File: config.mk
export PLATFORM = sky130hd
export DESIGN_NAME = chamber_timer
export DESIGN_NICKNAME = d
export VERILOG_FILES = /design/src/rtl/chamber_timer.sv
export SDC_FILE = /design/constraint.sdc
export NUM_CORES = 1
export LEC_CHECK = 0
export BUFFER_PORTS_ARGS = -buffer_cell sky130_fd_sc_hd__buf_2
export CORE_MARGIN = 2
export CORE_UTILIZATION = 60
export CTS_CLUSTER_SIZE = 20
export DETAILED_ROUTE_END_ITERATION = 10
export PLACE_DENSITY = 0.89
export RECOVER_POWER = 25
export SLEW_MARGIN = 20
export SYNTH_ARGS = -nofsm -noshare
export SYNTH_HDL_FRONTEND = slang
export SYNTH_SLANG_ARGS = --single-unit
File: constraint.sdc
create_clock -name clk -period 5.2 [get_ports clk]
set_input_delay 0.26 -clock clk [delete_from_list [all_inputs] [get_ports clk]]
set_output_delay 0.26 -clock clk [all_outputs]
set_load 0.02 [all_outputs]
File: src/rtl/chamber_timer.sv
// Seconds timer answering fill/drain/wait requests from the interlock FSM.
// Optional TIMER_PAUSE_EN adds a pause input that freezes an active count.
module chamber_timer #(
    parameter int TICK_DIV   = 50_000_000,
    parameter int FILL_SECS  = 7,
    parameter int DRAIN_SECS = 8,
    parameter int WAIT_SECS  = 5
) (
    input  logic       clk,
    input  logic       reset,
    input  logic       filling,
    input  logic       draining,
    input  logic       waiting,
`ifdef TIMER_PAUSE_EN
    input  logic       pause,
`endif
    output logic       fillFinished,
    output logic       drainFinished,
    output logic       waitFinished,
    output logic       busy,
    output logic [7:0] secondsLeft
);

    localparam int PW = (TICK_DIV > 1) ? $clog2(TICK_DIV) : 1;
    localparam logic [PW-1:0] LAST = PW'(TICK_DIV - 1);

`ifndef SYNTHESIS
    if (TICK_DIV < 2 || FILL_SECS < 1 || DRAIN_SECS < 1 || WAIT_SECS < 1 ||
        FILL_SECS > 255 || DRAIN_SECS > 255 || WAIT_SECS > 255) begin : g_bad_cfg
        $error("chamber_timer: illegal TICK_DIV or duration parameter");
    end
`endif

    typedef enum logic [2:0] {IDLE, FILL, DRAIN, WAIT, DONE} state_t;
    typedef enum logic [1:0] {K_FILL, K_DRAIN, K_WAIT} kind_t;

    state_t        state;
    kind_t         kind;
    logic [PW-1:0] prescaler;
    logic          active_req;
    logic          paused;

`ifdef TIMER_PAUSE_EN
    assign paused = pause;
`else
    assign paused = 1'b0;
`endif

    always_comb begin
        active_req = 1'b0;
        unique case (kind)
            K_FILL:  active_req = filling;
            K_DRAIN: active_req = draining;
            K_WAIT:  active_req = waiting;
            default: active_req = 1'b0;
        endcase
    end

    always_ff @(posedge clk or posedge reset) begin
        if (reset) begin
            state         <= IDLE;
            kind          <= K_FILL;
            prescaler     <= '0;
            secondsLeft   <= '0;
            busy          <= 1'b0;
            fillFinished  <= 1'b0;
            drainFinished <= 1'b0;
            waitFinished  <= 1'b0;
        end else begin
            unique case (state)
                IDLE: begin
                    prescaler <= '0;
                    if (draining) begin
                        state       <= DRAIN;
                        kind        <= K_DRAIN;
                        secondsLeft <= 8'(DRAIN_SECS);
                        busy        <= 1'b1;
                    end else if (filling) begin
                        state       <= FILL;
                        kind        <= K_FILL;
                        secondsLeft <= 8'(FILL_SECS);
                        busy        <= 1'b1;
                    end else if (waiting) begin
                        state       <= WAIT;
                        kind        <= K_WAIT;
                        secondsLeft <= 8'(WAIT_SECS);
                        busy        <= 1'b1;
                    end
                end
                FILL, DRAIN, WAIT: begin
                    if (!active_req) begin
                        // Request withdrawn: abort without a finished pulse
                        state       <= IDLE;
                        prescaler   <= '0;
                        secondsLeft <= '0;
                        busy        <= 1'b0;
                    end else if (!paused) begin
                        if (prescaler == LAST) begin
                            prescaler <= '0;
                            if (secondsLeft == 8'd1) begin
                                state         <= DONE;
                                secondsLeft   <= '0;
                                busy          <= 1'b0;
                                fillFinished  <= (kind == K_FILL);
                                drainFinished <= (kind == K_DRAIN);
                                waitFinished  <= (kind == K_WAIT);
                            end else begin
                                secondsLeft <= secondsLeft - 8'd1;
                            end
                        end else begin
                            prescaler <= prescaler + 1'b1;
                        end
                    end
                end
                DONE: begin
                    if (!active_req) begin
                        state         <= IDLE;
                        fillFinished  <= 1'b0;
                        drainFinished <= 1'b0;
                        waitFinished  <= 1'b0;
                    end
                end
                default: begin
                    state       <= IDLE;
                    prescaler   <= '0;
                    secondsLeft <= '0;
                    busy        <= 1'b0;
                end
            endcase
        end
    end

endmodule

Word-level counts from Yosys, hierarchy flattened

Cells that the tools add are included.

Bits of input ports: 5
Logic and storage cells: 78
Flip-flop bits (word level): 43

Bitwise operators: 1
Mux-type cells: 42
Eq/ne operators: 15
Reduce and logical (&&, ||, !) cells: 10
$add $sub $neg: 2

Operators with widths:

| operator                                                              | number |
|---|---|
| 26-bit two-way mux                                                    | 2 |
| 26-bit one-hot mux with 2 select lines                                | 1 |
| 8-bit two-way mux                                                     | 6 |
| 26-bit by 1-bit adder with 26-bit output, second input constant       | 1 |
| 26-bit equality test, second input constant                           | 1 |
| 8-bit one-hot mux with 3 select lines                                 | 1 |
| 3-bit two-way mux                                                     | 7 |
| 1-bit two-way mux                                                     | 16 |
| 3-bit one-hot mux with 3 select lines                                 | 1 |
| 8-bit by 1-bit equality test with 1-bit output, second input constant | 1 |
| 2-bit != test, second input constant                                  | 4 |
| 4-bit AND reduction                                                   | 2 |
| 8-bit by 1-bit subtractor with 8-bit output, second input constant    | 1 |
| 3-bit by 2-bit equality test with 1-bit output, second input constant | 2 |
| 2-bit two-way mux                                                     | 3 |
| 3-bit != test, second input constant                                  | 2 |
| 1-bit one-hot mux with 2 select lines                                 | 3 |
| 1-bit one-hot mux with 3 select lines                                 | 2 |
| 5-bit AND reduction                                                   | 1 |
| 4-bit != test, second input constant                                  | 1 |
| 3-bit by 1-bit equality test with 1-bit output, second input constant | 1 |
| 3-bit equality test, second input constant                            | 1 |
| 3-bit logical NOT                                                     | 1 |
| 3-bit AND reduction                                                   | 1 |
| 8 further kinds                                                       | 8 |

Logic depth before layout (Yosys ltp)

Gate-level depths: netlist of run 1.

Word-level depth: 5
Depth in mapped cells: 8
Mapped depth without buffers: 7

Worst setup path after synthesis of run 1

No wires, ideal clock.

Path type: register to register
From: register prescaler[0]
To: register secondsLeft[6]
Buffers on the path: 0
Cell stages (with the launch flop): 8
Setup time: 0.104 ns
Arrival time: 2.092 ns
Setup slack: 3.005 ns
Path through: dfrtp_1 > ha_1 > and3_4 > nand4_4 > nor4_4 > nor2_2 > or4_4 > o41ai_2

Longest elaborated chain between the ends: 3

Ends and longest elaborated chain:

| what                                 | line | RTL |
|---|---|---|
| from (decl)                          | 39   | `logic [PW-1:0] prescaler;` |
| from (signal assigned)               | 111  | `prescaler <= prescaler + 1'b1;` |
| 26-bit equality test                 | 98   | `if (prescaler == LAST) begin` |
| 3-bit != test (no source line)       | -    |  |
| 3-bit AND reduction (no source line) | -    |  |
| to (signal assigned)                 | 81   | `secondsLeft <= 8'(FILL_SECS);` |
| to (signal assigned)                 | 86   | `secondsLeft <= 8'(WAIT_SECS);` |
| to (signal assigned)                 | 108  | `secondsLeft <= secondsLeft - 8'd1;` |
| to (decl)                            | 21   | `output logic [7:0] secondsLeft` |

No other way between the ends.
A chain may end at the register's enable or synchronous reset.

Final worst setup path of run 1

From: register prescaler[0]
To: register secondsLeft[7]

The elaborated chain is that of the path after synthesis.

==> metrics.txt, run 1 <==
first-pass GRT wire length 8.40 mm; GRT overflow 0; most common cell in the synthesized netlist dfrtp_1; Final period util 47.9%; Setup crit start kind register; all-layer global routing usage 25.4%; GPL Wtd Cong 0.844; sequential fraction of the synthesis area 46.2%; vias in the first global route 1775; CP max FO 13; Final nets 271; Syn Nets 256; WL/cell 16.1 um; max_cap viols 1; Final Hold Fails 0; Die Ht 66.3 um; Max Transition Viols Final 44; Clock Sinks 43; Post-Route M1 WL 2.37 mm; Max Used Layer met4; Total Wirelength 5.01 mm; Reg2Reg Depth 7; # setup viols final 0; Post-synth ARST share 100%; Yosys top cell area share 46.2%; detailed-route DRC error count 0; CP required 5450 ps; Top-Level Pins 17; worst-path cell chain ha_1 -> and3_4 -> nand4_4 -> nor4_4 -> o211ai_1 -> or4_1 -> nand2_1; initial core utilization 63.1%; relative slew slack -47.2%; number of flops mapped to enable cells by yosys 0; biggest area consumer among synthesized cells dfrtp_1; Ys Warns 0; row cnt 22; Cells after Synth 248; CTS clock-pin slew for the worst setup and hold paths 80 ps; RR Endpoint secondsLeft[7]$_DFFE_PP0P_; Worst Setup SP prescaler[0]$_DFFE_PP0N_; RSZ-0062 raised after global routing no; Setup TNS 0 ps; CP Depth 7; ys flop type dfrtp_1; clock skew 7.16 ps; Synth cell types 46; pin count of the biggest net entering global routing 44; failing checks capacitance limit, slew limit; worst stage delay on the critical path 580 ps; Netlist Area Pre-Place 2330 um2; static leakage 0.00110 uW; synthesis-stage register bit count 43; Avg Cell Area, Syn 9.38 um2; Area contributors post-synth dfrtp_1 46%, nor2_1 5.5%, xor2_1 4.1%; Root Driver clkbuf_8; clk buf depth 2; Place WS 2740 ps; Tot Pwr 1080 uW; DP Wirelength 3.48 mm; origin of the critical flop-to-flop path prescaler[0]$_DFFE_PP0N_; die area 4390 um2; Hold Buf Count CTS 0; fmax 0.402 GHz; post-CTS setup buffer count 0; DR vias/cell 6.18; Worst Path Buf+Inv 0; Clock H-tree levels 2; post-CTS sizing 0; CP endpoint secondsLeft[7]$_DFFE_PP0P_; Met2 Wirelength 2.27 mm; Crit Path Class register to register; CP arrival 2740 ps; Post-DRT Antenna Nets 0; cts bufs inserted 5; Max VDD drop 0.000187 V; Worst-Skew Late Latency 300 ps; Area Overhead vs Synth 9.09%; fraction of layout instances using a drive strength above 1 13.3%; routed via count 1928; top post-synthesis cells by count 43 x dfrtp_1, 34 x nor2_1, 19 x o21ai_0; r2r setup slk 2710 ps; PD cells 426 nW/um2; Hold WS 286 ps; wire length on met3 246 um; Iteration-0 DRC Markers 205; initial antenna violation count 0; status complete, but fails checks; antenna cells 0; Slowest cell on crit path or4_1; Critical Path Sink Type register; Final min period 2490 ps; Core Area 3690 um2; Worst Slack Setup Final 2710 ps; Slew @ Worst Pin 2210 ps; first-pass detailed-route iteration total 4; Die W 66.3 um; critical path's top delay family simple AND/OR/NAND/NOR gates; I/O Buffers 16; HP Class input pin to register; TritonCTS clock tree done
==> flip-flops by register name (all words and copies together), names as in the netlist <==
name,cells
fillFinished,1
busy,1
state,3
waitFinished,1
prescaler,26
secondsLeft,8
drainFinished,1
kind,2
==> kinds of logic (layout without fill, tap and decap cells) <==
kind of cell             count (synthesis)  after routing  share of synthesized area, %
flip-flops                              43             43                          46.2
XOR/XNOR                                21             21                          7.90
AO/OA/AOI/OAI                           46             46                          12.3
buffers and inverters                   17             33                          2.85
multiplexers                             2              2                         0.914
adder cells (fa/ha/maj)                  3              3                          1.61
AND/OR/NAND/NOR                        116            116                          28.2
==> metrics by stage <==
step | cell area (um2) | instances | utilization [%]
2_1_floorplan | 2330 | 248 | -
3_3_place_gp | 2440 | 304 | 66.2
3_5_place_dp | 2440 | 304 | 66.2
4_1_cts | 2540 | 312 | 68.9
5_1_grt | 2540 | 312 | 68.8
6_report | 2540 | 312 | 68.8
==> cell type report <==
cell class,count,area (um2)
fillers,299,1150
repair buffers,18,91.3
clock buffers,8,100
well taps,48,60.1
inverters,7,26.3
flip-flops and latches,43,1080
multi-input cells,188,1180
==> tightest hold or removal path: cells and delay by family <==
family,cells,cell delay (ps)
buf+inv,1,120
compound gates,2,180
==> placed cells by master, fill, tap and decap left out, drive strengths merged, types with 4 or more instances in the layout <==
master and n:
a21oi 8, a31oi 5, and3 4, and4 6, buf 17, clkbuf 9, dfrtp 43, inv 6
nand2 18, nand2b 4, nand3 10, nand4 10, nor2 35, nor3 5, nor4 6, o21ai 19
xnor2 10, xor2 11
==> worst min-delay path by stage <==
stage | from | end | slack [ps] | cells after the start
floorplan | draining | kind[0]$_DFFE_PP0P_ | 430 | 2
global placement | reset | prescaler[17]$_DFFE_PP0N_ | 400 | 3
detailed placement | reset | prescaler[17]$_DFFE_PP0N_ | 420 | 3
CTS | reset | prescaler[15]$_DFFE_PP0N_ | 80 | 3
global route | draining | kind[0]$_DFFE_PP0P_ | 300 | 3
finish | filling | kind[1]$_DFFE_PP0P_ | 290 | 3
==> where the power goes <==
group / internal (uW) / switching, uW / leakage, uW
registers: 384 / 50.4 / 0.000585
logic: 144 / 271 / 0.000459
clock network: 121 / 110 / 0.0000515
total: 649 / 432 / 0.00110
==> layer usage <==
layer / up-vias / global-route usage [%]
met2: 57 / 36.4
li1: 919 / -
met3: 12 / 6.64
met4: 0 / 9.69
met5: - / 0
met1: 940 / 36.8
No activity file was read; power rests on OpenSTA's default activity.
==> run 2: changes to the inputs <==
Settings changed: CORE_UTILIZATION 60 to 54, PLACE_DENSITY 0.89 to 0.86.
Clock period 5.2 ns to 2.2 ns, I/O delays scaled along.
==> metrics.txt, run 2 (same netlist as run 1, synthesis figures left out) <==
status completed; RSZ-0062 raised after global routing yes; CTS clock-pin slew for the worst setup and hold paths 80 ps; Hold WS 140 ps; fmax 0.455 GHz; Max VDD drop 0.000348 V; pin count of the biggest net entering global routing 21; max reg flops 26; r2r setup slk 2 ps; GRT overflow 0; origin of the critical flop-to-flop path prescaler[0]$_DFFE_PP0N_; Slew @ Worst Pin 587 ps; CP arrival 2400 ps; worst stage delay on the critical path 430 ps; detailed-route DRC error count 0; DR vias/cell 5.86; PD cells 972 nW/um2; critical path's top delay family simple AND/OR/NAND/NOR gates; wire length on met3 343 um; Final period util 99.9%; cts bufs inserted 5; WL/cell 15.2 um; HP Class input pin to register; routed via count 2017; first-pass detailed-route iteration total 5; Finished Layout Cells 344; Clock H-tree levels 2; Post-DRT Antenna Nets 0; Final Hold Fails 0; Worst Setup SP prescaler[0]$_DFFE_PP0N_; Root Driver clkbuf_8; Largest Register prescaler; Critical Path Sink Type register; worst-path cell chain ha_2 -> and3_4 -> nand4_4 -> nor4_4 -> buf_4 -> nor2_2 -> or4_4 -> o41ai_2; # setup viols final 0; number of cells after detailed placement 329; GPL Wtd Cong 0.901; first-pass GRT wire length 8.98 mm; Iteration-0 DRC Markers 213; Max Used Layer met4; antenna cells 0; CP Depth 8; Final min period 2200 ps; Placed Area 2620 um2; Reg2Reg Depth 8; Setup TNS 0 ps; die area 4850 um2; Final nets 301; relative slew slack 60.6%; Die Ht 69.7 um; fraction of layout instances using a drive strength above 1 21.8%; Slowest cell on crit path or4_4; most common cell after layout, fill and taps aside dfrtp_1; Die W 69.7 um; Top-Level Pins 17; max_cap viols 0; Setup crit start kind register; CP endpoint secondsLeft[6]$_DFFE_PP0P_; Worst Path Buf+Inv 1; most frequent cells in the layout 43 x dfrtp_1, 34 x nor2_1, 29 x buf_4; initial core utilization 57.0%; Largest regs prescaler (26), secondsLeft (8), state (3); Place WS 7.44 ps; CP required 2400 ps; Post-Route M1 WL 2.38 mm; all-layer global routing usage 23.1%; RR Endpoint secondsLeft[6]$_DFFE_PP0P_; Max Transition Viols Final 0; I/O Buffers 16; Area Overhead vs Synth 18.9%; CP max FO 5; Total Wirelength 5.25 mm; row cnt 23; clock skew 5.09 ps; Worst-Skew Late Latency 300 ps; Crit Path Class register to register; fin area 2770 um2; TritonCTS clock tree done; DP Wirelength 3.77 mm; Core Area 4090 um2; Clock Sinks 43; static leakage 0.00123 uW; initial antenna violation count 0; clk buf depth 2; Worst Slack Setup Final 1.88 ps; Met2 Wirelength 2.44 mm; vias in the first global route 1921
## run 2: layout make-up
type	count	area, um2
clock buffers	7	76.3
clock inverters	1	5.00
fillers	319	1320
inverters	7	26.3
multi-input cells	188	1200
flip-flops and latches	43	1080
well taps	50	62.6
repair buffers	48	319
## run 2: timing repair
| action | in CTS | in global routing |
|---|---|---|
| hold buffers | 1 | 0 |
| setup buffers | 0 | 6 |
| endpoints found under the hold margin | 15 | 0 |
| pin swaps | 5 | 6 |
| resized for setup | 0 | 6 |
| endpoints found under the setup margin | 1 | 32 |
## run 2: report_power, final
part | switching [uW] | internal, uW
logic | 687 | 489
clock network | 265 | 223
registers | 119 | 907
## run 2: worst min-delay path by stage
stage	to	from	slack (ps)	cells past startpoint
floorplan	kind[0]$_DFFE_PP0P_	draining	280	2
global placement	prescaler[20]$_DFFE_PP0N_	reset	120	2
detailed placement	prescaler[20]$_DFFE_PP0N_	reset	130	2
CTS	kind[0]$_DFFE_PP0P_	draining	130	3
global route	kind[0]$_DFFE_PP0P_	draining	170	3
finish	secondsLeft[1]$_DFFE_PP0P_	filling	140	3
## run 2: per-layer routing
layer | GRT usage [%] | vias up
li1 | - | 985
met4 | 8.55 | 0
met1 | 32.5 | 958
met5 | 0 | -
met3 | 4.36 | 9
met2 | 35.7 | 65
## run 2: worst register-to-register path, stage by stage, from the launching register on
cell and delay [ps]:
dfrtp_1 370, ha_2 190, and3_4 210, nand4_4 140
nor4_4 370, buf_4 170, nor2_2 40, or4_4 430
o41ai_2 200
## run 2: metrics by stage
stage / total power (uW) / util, %
after CTS: 2620 / 66.3
after detailed placement: 2130 / 64.1
after global placement: 2100 / 64.1
after floorplan: 1750 / -
after global routing: 2890 / 67.7
final: 2690 / 67.7
==> run 3: changes to the inputs <==
Settings changed: GPL_ROUTABILITY_DRIVEN set to 0, GPL_TIMING_DRIVEN set to 0.
==> metrics.txt, run 3 (same netlist as run 1, synthesis figures left out) <==
Core Area 4090 um2; initial core utilization 57.0%; Crit Path Class register to register; RR Endpoint secondsLeft[6]$_DFFE_PP0P_; Reg2Reg Depth 9; Clock Sinks 43; Die Ht 69.7 um; Place WS -252 ps; CP arrival 2510 ps; detailed-route DRC error count 0; most frequent cells in the layout 38 x dfrtp_1, 31 x nor2_1, 17 x buf_4, 17 x buf_2, 17 x nand2_1; Setup TNS -276 ps; RSZ-0062 raised after global routing yes; Iteration-0 DRC Markers 269; max reg flops 26; Die W 69.7 um; CP max FO 5; fin area 2910 um2; status complete, but fails checks; relative slew slack 37.6%; initial antenna violation count 0; Final period util 104%; Setup crit start kind register; clock skew 9.22 ps; failing checks setup timing; # setup viols final 7; cts bufs inserted 5; Worst Setup SP prescaler[1]$_DFFE_PP0N_; Max Transition Viols Final 0; critical path's top delay family simple AND/OR/NAND/NOR gates; origin of the critical flop-to-flop path prescaler[1]$_DFFE_PP0N_; Hold WS 134 ps; max_cap viols 0; static leakage 0.00125 uW; first-pass detailed-route iteration total 6; Area Overhead vs Synth 24.9%; routed via count 2158; Placed Area 2490 um2; worst stage delay on the critical path 440 ps; Worst Slack Setup Final -93.7 ps; row cnt 23; DP Wirelength 3.42 mm; DR vias/cell 6.35; CP endpoint secondsLeft[6]$_DFFE_PP0P_; antenna cells 0; WL/cell 17.8 um; Top-Level Pins 17; Clock H-tree levels 2; Final nets 297; Slowest cell on crit path or4_4; Tot Pwr 3160 uW; Final Hold Fails 0; Largest regs prescaler (26), secondsLeft (8), state (3); Critical Path Sink Type register; Worst-Skew Late Latency 310 ps; Largest Register prescaler; CTS clock-pin slew for the worst setup and hold paths 90 ps; CP required 2420 ps; vias in the first global route 1898; Slew @ Worst Pin 927 ps; Final min period 2290 ps; first-pass GRT wire length 8.71 mm; Post-DRT Antenna Nets 0; CP Depth 9; pin count of the biggest net entering global routing 34; PD cells 1090 nW/um2; I/O Buffers 16; worst-path cell chain ha_4 -> and3_4 -> nand4_4 -> nor4_4 -> buf_4 -> buf_12 -> nor2_4 -> or4_4 -> o41ai_2; fmax 0.436 GHz; Total Wirelength 6.05 mm; GRT overflow 0; TritonCTS clock tree done; clk buf depth 2; Max VDD drop 0.000467 V; fraction of layout instances using a drive strength above 1 29.3%; HP Class input pin to register; Worst Path Buf+Inv 2; all-layer global routing usage 22.2%; Root Driver clkbuf_8; r2r setup slk -90 ps; die area 4850 um2; most common cell after layout, fill and taps aside dfrtp_1
-- run 3: worst min path at each step --
stage	startpoint	endpoint	slack, ps	cells after the start
floorplan	draining	kind[0]$_DFFE_PP0P_	280	2
global route	draining	kind[0]$_DFFE_PP0P_	150	3
global placement	draining	kind[0]$_DFFE_PP0P_	440	3
finish	draining	kind[0]$_DFFE_PP0P_	130	3
detailed placement	reset	drainFinished$_DFFE_PP0P_	50	2
CTS	draining	kind[0]$_DFFE_PP0P_	130	3
-- run 3: metal layers --
layer	wire, um	track usage (%)
met5	0	0
met2	2920	35.3
met1	2430	29.7
met3	486	4.65
met4	207	8.97
-- run 3: cell type report --
cell class / instances / area [um2]
inverter: 7 / 26.3
clock buffer: 5 / 68.8
timing repair buffer: 36 / 246
buffer: 8 / 42.5
clock inverter: 3 / 67.6
sequential: 43 / 1080
fill: 270 / 1180
tap: 50 / 62.6
multi-input combinational: 188 / 1310
-- run 3: power by group --
part           total (uW)  switching, uW  internal (uW)
logic                1380            831            551
clock network         734            282            452
registers            1040            138            906
total                3160           1250           1910
-- run 3: timing repair --
item	CTS	global route
setup buffers	5	12
cloned	1	0
resized for setup	17	35
pin swaps	7	8
setup endpoints to repair	31	25
hold buffers	1	0
hold endpoints to repair	10	0
-- run 3: metrics by stage --
stage | util [%] | cells
final | 71.2 | 340
after global routing | 71.2 | 340
after detailed placement | 60.9 | 315
after floorplan | - | 248
after global placement | 60.4 | 314
after CTS | 66.7 | 330
-- run 3: worst min-delay path, delay by kind of cell --
kind	cells	cell delay (ps)
buffers and inverters	2	220
AO/OA/AOI/OAI	1	70
